### src/rtl/lcd_probe_formatter.sv
// lcd_probe_formatter
// Builds the 32-character debug frame for the 2x16 LCD. On a trigger it
// snapshots probe 0, the selected 16-bit page of the selected probe, the
// post-increment step counter, the five pipeline-stage tags and the aux
// nibble, then emits one ASCII character per clock into a shadow buffer.
// The finished buffer is copied to strdata in a single cycle together with
// a one-cycle cls pulse, so the display never sees a half-built frame.
//
// Ports:
//   CCLK        clock
//   rst         synchronous active-high reset (aborts a conversion)
//   step        single-step pulse: counts and triggers a frame
//   refresh     pulse: triggers a frame without counting
//   probe_data  NUM_PROBES packed probe words, probe p at [p*PROBE_W +: PROBE_W]
//   probe_sel   probe shown in chars 12-15
//   page        16-bit page of the selected probe (0 = bits [15:0])
//   stage_tags  tags for f,d,e,m,w at [8s+7:8s]
//   aux         nibble shown in char 31
//   strdata     committed frame, char 0 at [255:248]
//   cls         one-cycle pulse when a frame is committed
//   busy        conversion in progress
//   step_cnt    step counter
module lcd_probe_formatter #(
    parameter int NUM_PROBES = 4,
    parameter int PROBE_W    = 32,
    parameter int CNT_W      = 8,
    localparam int SEL_W     = (NUM_PROBES > 1) ? $clog2(NUM_PROBES) : 1,
    localparam int PG_W      = ((PROBE_W / 16) > 1) ? $clog2(PROBE_W / 16) : 1
) (
    input  logic                          CCLK,
    input  logic                          rst,
    input  logic                          step,
    input  logic                          refresh,
    input  logic [NUM_PROBES*PROBE_W-1:0] probe_data,
    input  logic [SEL_W-1:0]              probe_sel,
    input  logic [PG_W-1:0]               page,
    input  logic [39:0]                   stage_tags,
    input  logic [3:0]                    aux,
    output logic [255:0]                  strdata,
    output logic                          cls,
    output logic                          busy,
    output logic [CNT_W-1:0]              step_cnt
);

    typedef enum logic {IDLE = 1'b0, CONV = 1'b1} state_t;

    localparam logic [255:0] BLANK = {32{8'h20}};

    // Nibble to uppercase ASCII hex digit.
    function automatic logic [7:0] hex_char(input logic [3:0] n);
        hex_char = (n < 4'd10) ? (8'h30 + {4'h0, n}) : (8'h37 + {4'h0, n});
    endfunction

    state_t           state_q, state_d;
    logic [5:0]       idx_q, idx_d;
    logic             pending_q, pending_d;
    logic             busy_q, busy_d;
    logic             cls_q, cls_d;
    logic [255:0]     strdata_q, strdata_d;
    logic [255:0]     shadow_q, shadow_d;
    logic [CNT_W-1:0] cnt_q, cnt_d;
    logic [SEL_W-1:0] sel_q;
    logic [PG_W-1:0]  page_q;

    logic [31:0]      snap_p0_q;
    logic [15:0]      snap_pg_q;
    logic             snap_bad_q;
    logic [7:0]       snap_cnt_q;
    logic [39:0]      snap_tags_q;
    logic [3:0]       snap_aux_q;

    logic             trig_s;
    logic             cap_s;
    logic             pg_valid_s;
    logic [15:0]      pg_word_s;
    logic [7:0]       char_s;
    logic [3:0]       p0_nib_s;
    logic [3:0]       pg_nib_s;

    assign strdata  = strdata_q;
    assign cls      = cls_q;
    assign busy     = busy_q;
    assign step_cnt = cnt_q;

    // Trigger detection and counter next-state.
    always_comb begin
        trig_s = step | refresh | (probe_sel != sel_q) | (page != page_q);
        if (step) begin
            cnt_d = cnt_q + {{(CNT_W-1){1'b0}}, 1'b1};
        end else begin
            cnt_d = cnt_q;
        end
    end

    // Selected probe page; an out-of-range select or page matches no slot.
    always_comb begin
        pg_valid_s = 1'b0;
        pg_word_s  = 16'h0000;
        for (int p = 0; p < NUM_PROBES; p++) begin
            for (int g = 0; g < PROBE_W / 16; g++) begin
                if (probe_sel == SEL_W'(p) && page == PG_W'(g)) begin
                    pg_valid_s = 1'b1;
                    pg_word_s  = probe_data[p*PROBE_W + g*16 +: 16];
                end else begin
                    pg_valid_s = pg_valid_s;
                end
            end
        end
    end

    // Character generator for the current index of the snapshot.
    always_comb begin
        p0_nib_s = 4'(snap_p0_q >> {3'd7 - idx_q[2:0], 2'b00});
        pg_nib_s = 4'(snap_pg_q >> {2'd3 - idx_q[1:0], 2'b00});
        char_s   = 8'h20;
        case (idx_q[4:0])
            5'd0, 5'd1, 5'd2, 5'd3,
            5'd4, 5'd5, 5'd6, 5'd7:  char_s = hex_char(p0_nib_s);
            5'd8, 5'd11:             char_s = 8'h20;
            5'd9:                    char_s = hex_char(snap_cnt_q[7:4]);
            5'd10:                   char_s = hex_char(snap_cnt_q[3:0]);
            5'd12, 5'd13,
            5'd14, 5'd15:            char_s = snap_bad_q ? 8'h3F : hex_char(pg_nib_s);
            5'd16:                   char_s = 8'h66;
            5'd17:                   char_s = hex_char(snap_tags_q[7:4]);
            5'd18:                   char_s = hex_char(snap_tags_q[3:0]);
            5'd19:                   char_s = 8'h64;
            5'd20:                   char_s = hex_char(snap_tags_q[15:12]);
            5'd21:                   char_s = hex_char(snap_tags_q[11:8]);
            5'd22:                   char_s = 8'h65;
            5'd23:                   char_s = hex_char(snap_tags_q[23:20]);
            5'd24:                   char_s = hex_char(snap_tags_q[19:16]);
            5'd25:                   char_s = 8'h6D;
            5'd26:                   char_s = hex_char(snap_tags_q[31:28]);
            5'd27:                   char_s = hex_char(snap_tags_q[27:24]);
            5'd28:                   char_s = 8'h77;
            5'd29:                   char_s = hex_char(snap_tags_q[39:36]);
            5'd30:                   char_s = hex_char(snap_tags_q[35:32]);
            5'd31:                   char_s = hex_char(snap_aux_q);
            default:                 char_s = 8'h20;
        endcase
    end

    // Frame FSM: capture in IDLE, 32 character cycles plus one commit cycle in CONV.
    always_comb begin
        state_d   = state_q;
        idx_d     = idx_q;
        pending_d = pending_q;
        busy_d    = busy_q;
        cls_d     = 1'b0;
        strdata_d = strdata_q;
        shadow_d  = shadow_q;
        cap_s     = 1'b0;
        case (state_q)
            IDLE: begin
                if (trig_s || pending_q) begin
                    cap_s     = 1'b1;
                    state_d   = CONV;
                    idx_d     = 6'd0;
                    busy_d    = 1'b1;
                    pending_d = 1'b0;
                end else begin
                    state_d = IDLE;
                end
            end
            CONV: begin
                if (trig_s) begin
                    pending_d = 1'b1;
                end else begin
                    pending_d = pending_q;
                end
                if (idx_q == 6'd32) begin
                    strdata_d = shadow_q;
                    cls_d     = 1'b1;
                    busy_d    = 1'b0;
                    state_d   = IDLE;
                end else begin
                    for (int i = 0; i < 32; i++) begin
                        if (idx_q[4:0] == 5'(i)) begin
                            shadow_d[255-8*i -: 8] = char_s;
                        end else begin
                            shadow_d[255-8*i -: 8] = shadow_q[255-8*i -: 8];
                        end
                    end
                    idx_d = idx_q + 6'd1;
                end
            end
            default: begin
                state_d   = IDLE;
                busy_d    = 1'b0;
                pending_d = 1'b0;
            end
        endcase
    end

    // State, output, counter and snapshot registers.
    always_ff @(posedge CCLK) begin
        if (rst) begin
            state_q     <= IDLE;
            idx_q       <= 6'd0;
            pending_q   <= 1'b0;
            busy_q      <= 1'b0;
            cls_q       <= 1'b0;
            strdata_q   <= BLANK;
            shadow_q    <= BLANK;
            cnt_q       <= {CNT_W{1'b0}};
            sel_q       <= {SEL_W{1'b0}};
            page_q      <= {PG_W{1'b0}};
            snap_p0_q   <= 32'h0;
            snap_pg_q   <= 16'h0;
            snap_bad_q  <= 1'b0;
            snap_cnt_q  <= 8'h0;
            snap_tags_q <= 40'h0;
            snap_aux_q  <= 4'h0;
        end else begin
            state_q   <= state_d;
            idx_q     <= idx_d;
            pending_q <= pending_d;
            busy_q    <= busy_d;
            cls_q     <= cls_d;
            strdata_q <= strdata_d;
            shadow_q  <= shadow_d;
            cnt_q     <= cnt_d;
            sel_q     <= probe_sel;
            page_q    <= page;
            if (cap_s) begin
                snap_p0_q   <= probe_data[31:0];
                snap_pg_q   <= pg_word_s;
                snap_bad_q  <= ~pg_valid_s;
                snap_cnt_q  <= cnt_d[7:0];
                snap_tags_q <= stage_tags;
                snap_aux_q  <= aux;
            end else begin
                snap_p0_q   <= snap_p0_q;
                snap_pg_q   <= snap_pg_q;
                snap_bad_q  <= snap_bad_q;
                snap_cnt_q  <= snap_cnt_q;
                snap_tags_q <= snap_tags_q;
                snap_aux_q  <= snap_aux_q;
            end
        end
    end

endmodule

### config.mk
export PLATFORM = sky130hd
export DESIGN_NAME = lcd_probe_formatter
export DESIGN_NICKNAME = d
export VERILOG_FILES = /design/src/rtl/lcd_probe_formatter.sv
export SDC_FILE = /design/constraint.sdc
export NUM_CORES = 1
export LEC_CHECK = 0
export CAP_MARGIN = 20
export CORE_ASPECT_RATIO = 1.1
export CORE_UTILIZATION = 50
export DETAILED_ROUTE_END_ITERATION = 8
export PLACE_DENSITY = 0.89
export SYNTH_ARGS = -nofsm -noshare
export SYNTH_HDL_FRONTEND = slang
export SYNTH_SLANG_ARGS = --single-unit
### constraint.sdc
create_clock -name CCLK -period 7.15 [get_ports CCLK]
set_clock_uncertainty 0.2 [all_clocks]
set_input_delay 2.145 -clock CCLK [delete_from_list [all_inputs] [get_ports CCLK]]
set_output_delay 2.145 -clock CCLK [all_outputs]
set_load 0.005 [all_outputs]
==> results.md <==
- Period utilization: 72.50%
- Worst-case clock buffer depth: 3
- CTS Buf Count: 52
- Switch Pwr: approximately 1.6 mW
- Hold Path Class: flip-flop to flip-flop
- Synth Area in Simple Gates: roughly 15%
- CORE AREA: 44390 um^2
- Area Overhead vs Synth: 27.14%
- CP required: roughly 7.4 ns
- Net Sw Frac: a little under a quarter
- Worst setup EP type: flip-flop
- Leakage: around 10 nW
- Syn Inst Count: between 2000 and 2500
- Die area: ~46000 um^2
- Routed length on met2: 33880 um
- Layout cells sized above 1: about 7.3%
- Total track usage: between 20% and 30%
- Most common cell after layout, fill and taps aside: dfxtp_1
- HPWL after detailed placement: ~49000 um
- RR Endpoint: shadow_q[225]
- Maxcap violations: 0
- Crit path launch: idx_q[1]
- Critical R2R Launch: idx_q[1]
- Non-filler cells in the finished layout: ~3300
- Mux share of post-synthesis cell area: 4.844%
- # fillers: ~3400
- Gr ovfl total: 0
- Critical path class: flip-flop to flip-flop
- Pin count of the biggest net entering global routing: 230
- # IOs: ~450
- Critical Path Start Type: flip-flop
- Cells after DPL: approximately 3200
- Max VDD drop: about 0.00016 V
- Fmax: approximately 0.19 GHz
- Final Critical Period: 5.183 ns
- XOR/XNOR share of the synthesized area: 1.051%
- Top Metal Used: met4
- GPL Wtd Cong: 0.9180
- I/O Buffers: a little over 400
- Number of global-route vias before repair: around 19000
- Clk root buf: clkbuf_16
- Count of TritonRoute iterations in the first routing pass: 5
- Drt total wl: roughly 69000 um
- Final Max Tran Viols: 0
- Routed wl met3: between 4000 and 5000 um
- Post-cts sizing count: 0
- DR vias: 19550
- Synthesized area: 22500 um^2
- RSZ-0062 raised after global routing: no
- Slew HR: 25.05%
- Wire per inst: 21.14 um
- R2R depth: 9
- Commonest cells after routing, fill and taps aside: dfxtp_1 (569), clkdlybuf4s50_1 (409), nor2_1 (275), nand2_1 (221), a22o_1 (192)
- Placed cell areas: roughly 27000 um^2
- Starting Density: between 50% and 60%
- Setup-failing EPs final: 0
- Internal power: about 5.2 mW
- Final ANT Viol Nets: 0
- Die Ht: 224.5 um
- Setup crit end: shadow_q[225]
- Clock power frac: a little over two fifths
- WP data arrival: roughly 5.4 ns
- FF/Latch Area: around 11000 um^2
- Gate power share: 8.1%
- Site Rows: 81
- Drt drc: 0
- Number of nets in the layout: between 2000 and 3000
- Post-synth EDFFs: 0
- R2R setup slack: just under 2 ns
- Mean Syn Cell Area: between 9 and 10 um^2
- Largest family of logic cells by synthesized area: compound AO/OA/AOI/OAI gates
- Antenna violations before repair: 5
- Via/cell ratio: between 5 and 6
- H-tree depth: 2
- Most used DFF post-synth: dfxtp_1
- Reg clk slew, reported paths: approximately 0.060 ns
- Run status: completed
- Crit path max fanout: 23
- Wl on met1: approximately 26000 um
- Register area share after synthesis: between 50% and 60%
- Clock insertion delay at the later pin of the skew report: ~0.60 ns
- CTS tree: yes
- Adder-cell share of the synthesized area: around 1.2%
- Pwr Density: 239.5 nW/um^2
- Total setup buffers inserted after CTS: 0
- Least-Margin Pin Slew: about 1.1 ns
- Yosys warnings: 0
- Synth Area in Compound Gates: 21.98%
- DR iter-0 viols: roughly 1500
- Total clock sinks: 570
- Die width: 204.3 um
- CTS Hold Bufs: 0
- Netlist cell types: between 60 and 70
- Area of the multi-input gates: just over 10000 um^2
- First-pass GRT wire length: 105000 um
- Ys async rst share: 0%
- Setup TNS: 0 ns
- Final hold vios: 0
- Final Instance Area: ~29000 um^2
- Seq cells post-synth: between 500 and 600
- Share of power burned in registers: 48.0%
## power by group through the flow
stage / Sequential (mW) / Combinational (mW) / Clock, mW
finish: 3.29 / 0.552 / 3.01
global route: 3.29 / 0.596 / 3.17
global placement: 3.35 / 0.522 / 0
floorplan: 3.34 / 0.338 / 0
detailed placement: 3.36 / 0.540 / 0
CTS: 3.28 / 0.542 / 3.03
## flip-flops by register name (all words and copies together), names as in the netlist
name / cells
snap_pg_q: 16
sel_q: 2
snap_aux_q: 4
snap_cnt_q: 8
state_q: 1
step_cnt: 8
snap_tags_q: 40
shadow_q: 224
snap_p0_q: 32
busy: 1
page_q: 1
idx_q: 6
snap_bad_q: 1
strdata: 224
cls: 1
pending_q: 1
## stage by stage
stage | total power, mW | worst slack (ns) | hold slack, ns | utilization (%)
6_report | 6.851 | 1.967 | 0.2492 | 64.44
5_1_grt | 7.056 | 1.847 | 0.2665 | 64.44
4_1_cts | 6.861 | 2.042 | 0.2498 | 64.35
3_5_place_dp | 3.897 | 1.640 | 0.2305 | 60.13
3_3_place_gp | 3.873 | 1.812 | 0.2280 | 60.13
2_1_floorplan | 3.676 | 2.700 | 0.2165 | -
## final cells by class
class,count,area share (%)
clock inverters,26,1.444
repair buffers,435,15.16
multi-input cells,1546,35.28
clock buffers,70,5.100
flip-flops and latches,570,39.90
diodes,5,0.04374
well taps,581,2.541
inverters,39,0.5293
## critical path, stage by stage, from the launching register on
cell,delay [ns]
dfxtp_1,0.78
inv_1,0.15
ha_1,0.51
nand4b_1,0.48
a211oi_1,0.12
or4_1,0.55
nor4b_1,0.67
a41o_1,0.95
or2_1,0.45
o21ai_0,0.17
## layer usage
layer	up-vias	track usage, %
met5	-	0
met4	0	19.02
met3	221	4.216
met2	934	50.22
met1	9380	34.02
li1	9013	-
## cell usage after synthesis, types with 20 or more instances
| cell type | number | share of area, % |
|---|---|---|
| a211oi_1 | 111 | 3.7 |
| a211oi_2 | 20 | 1.1 |
| a21oi_1 | 156 | 3.5 |
| a22o_1 | 192 | 7.5 |
| buf_2 | 27 | 0.60 |
| buf_4 | 32 | 1.1 |
| clkbuf_1 | 134 | 2.2 |
| dfxtp_1 | 570 | 51 |
| ha_1 | 22 | 1.2 |
| inv_1 | 38 | 0.63 |
| mux2i_1 | 29 | 1.3 |
| mux4_2 | 28 | 2.8 |
| nand2_1 | 221 | 3.7 |
| nand3b_1 | 35 | 1.2 |
| nor2_1 | 276 | 4.6 |
| nor3_1 | 37 | 0.82 |
| o21ai_0 | 88 | 2.0 |
| o22a_1 | 36 | 1.4 |
## logic make-up (layout without fill, tap and decap cells)
logic type / count (synthesis) / in the layout
multiplexers: 72 / 72
adder cells (fa/ha/maj): 22 / 22
AND/OR/NAND/NOR: 710 / 710
XOR/XNOR: 27 / 27
flip-flops: 570 / 570
other: 1 / 37
AO/OA/AOI/OAI: 683 / 683
buffers and inverters: 253 / 570
## worst min-delay path by stage
stage / slack, ns / end / from / cells past startpoint
after global placement: 0.23 / shadow_q[125] / shadow_q[125] / 1
after detailed placement: 0.23 / shadow_q[77] / shadow_q[77] / 1
final: 0.25 / shadow_q[125] / shadow_q[125] / 1
after floorplan: 0.22 / shadow_q[101] / shadow_q[101] / 1
after global routing: 0.27 / shadow_q[165] / shadow_q[165] / 1
after CTS: 0.25 / shadow_q[29] / shadow_q[29] / 1
No activity file was read; power rests on OpenSTA's default activity.
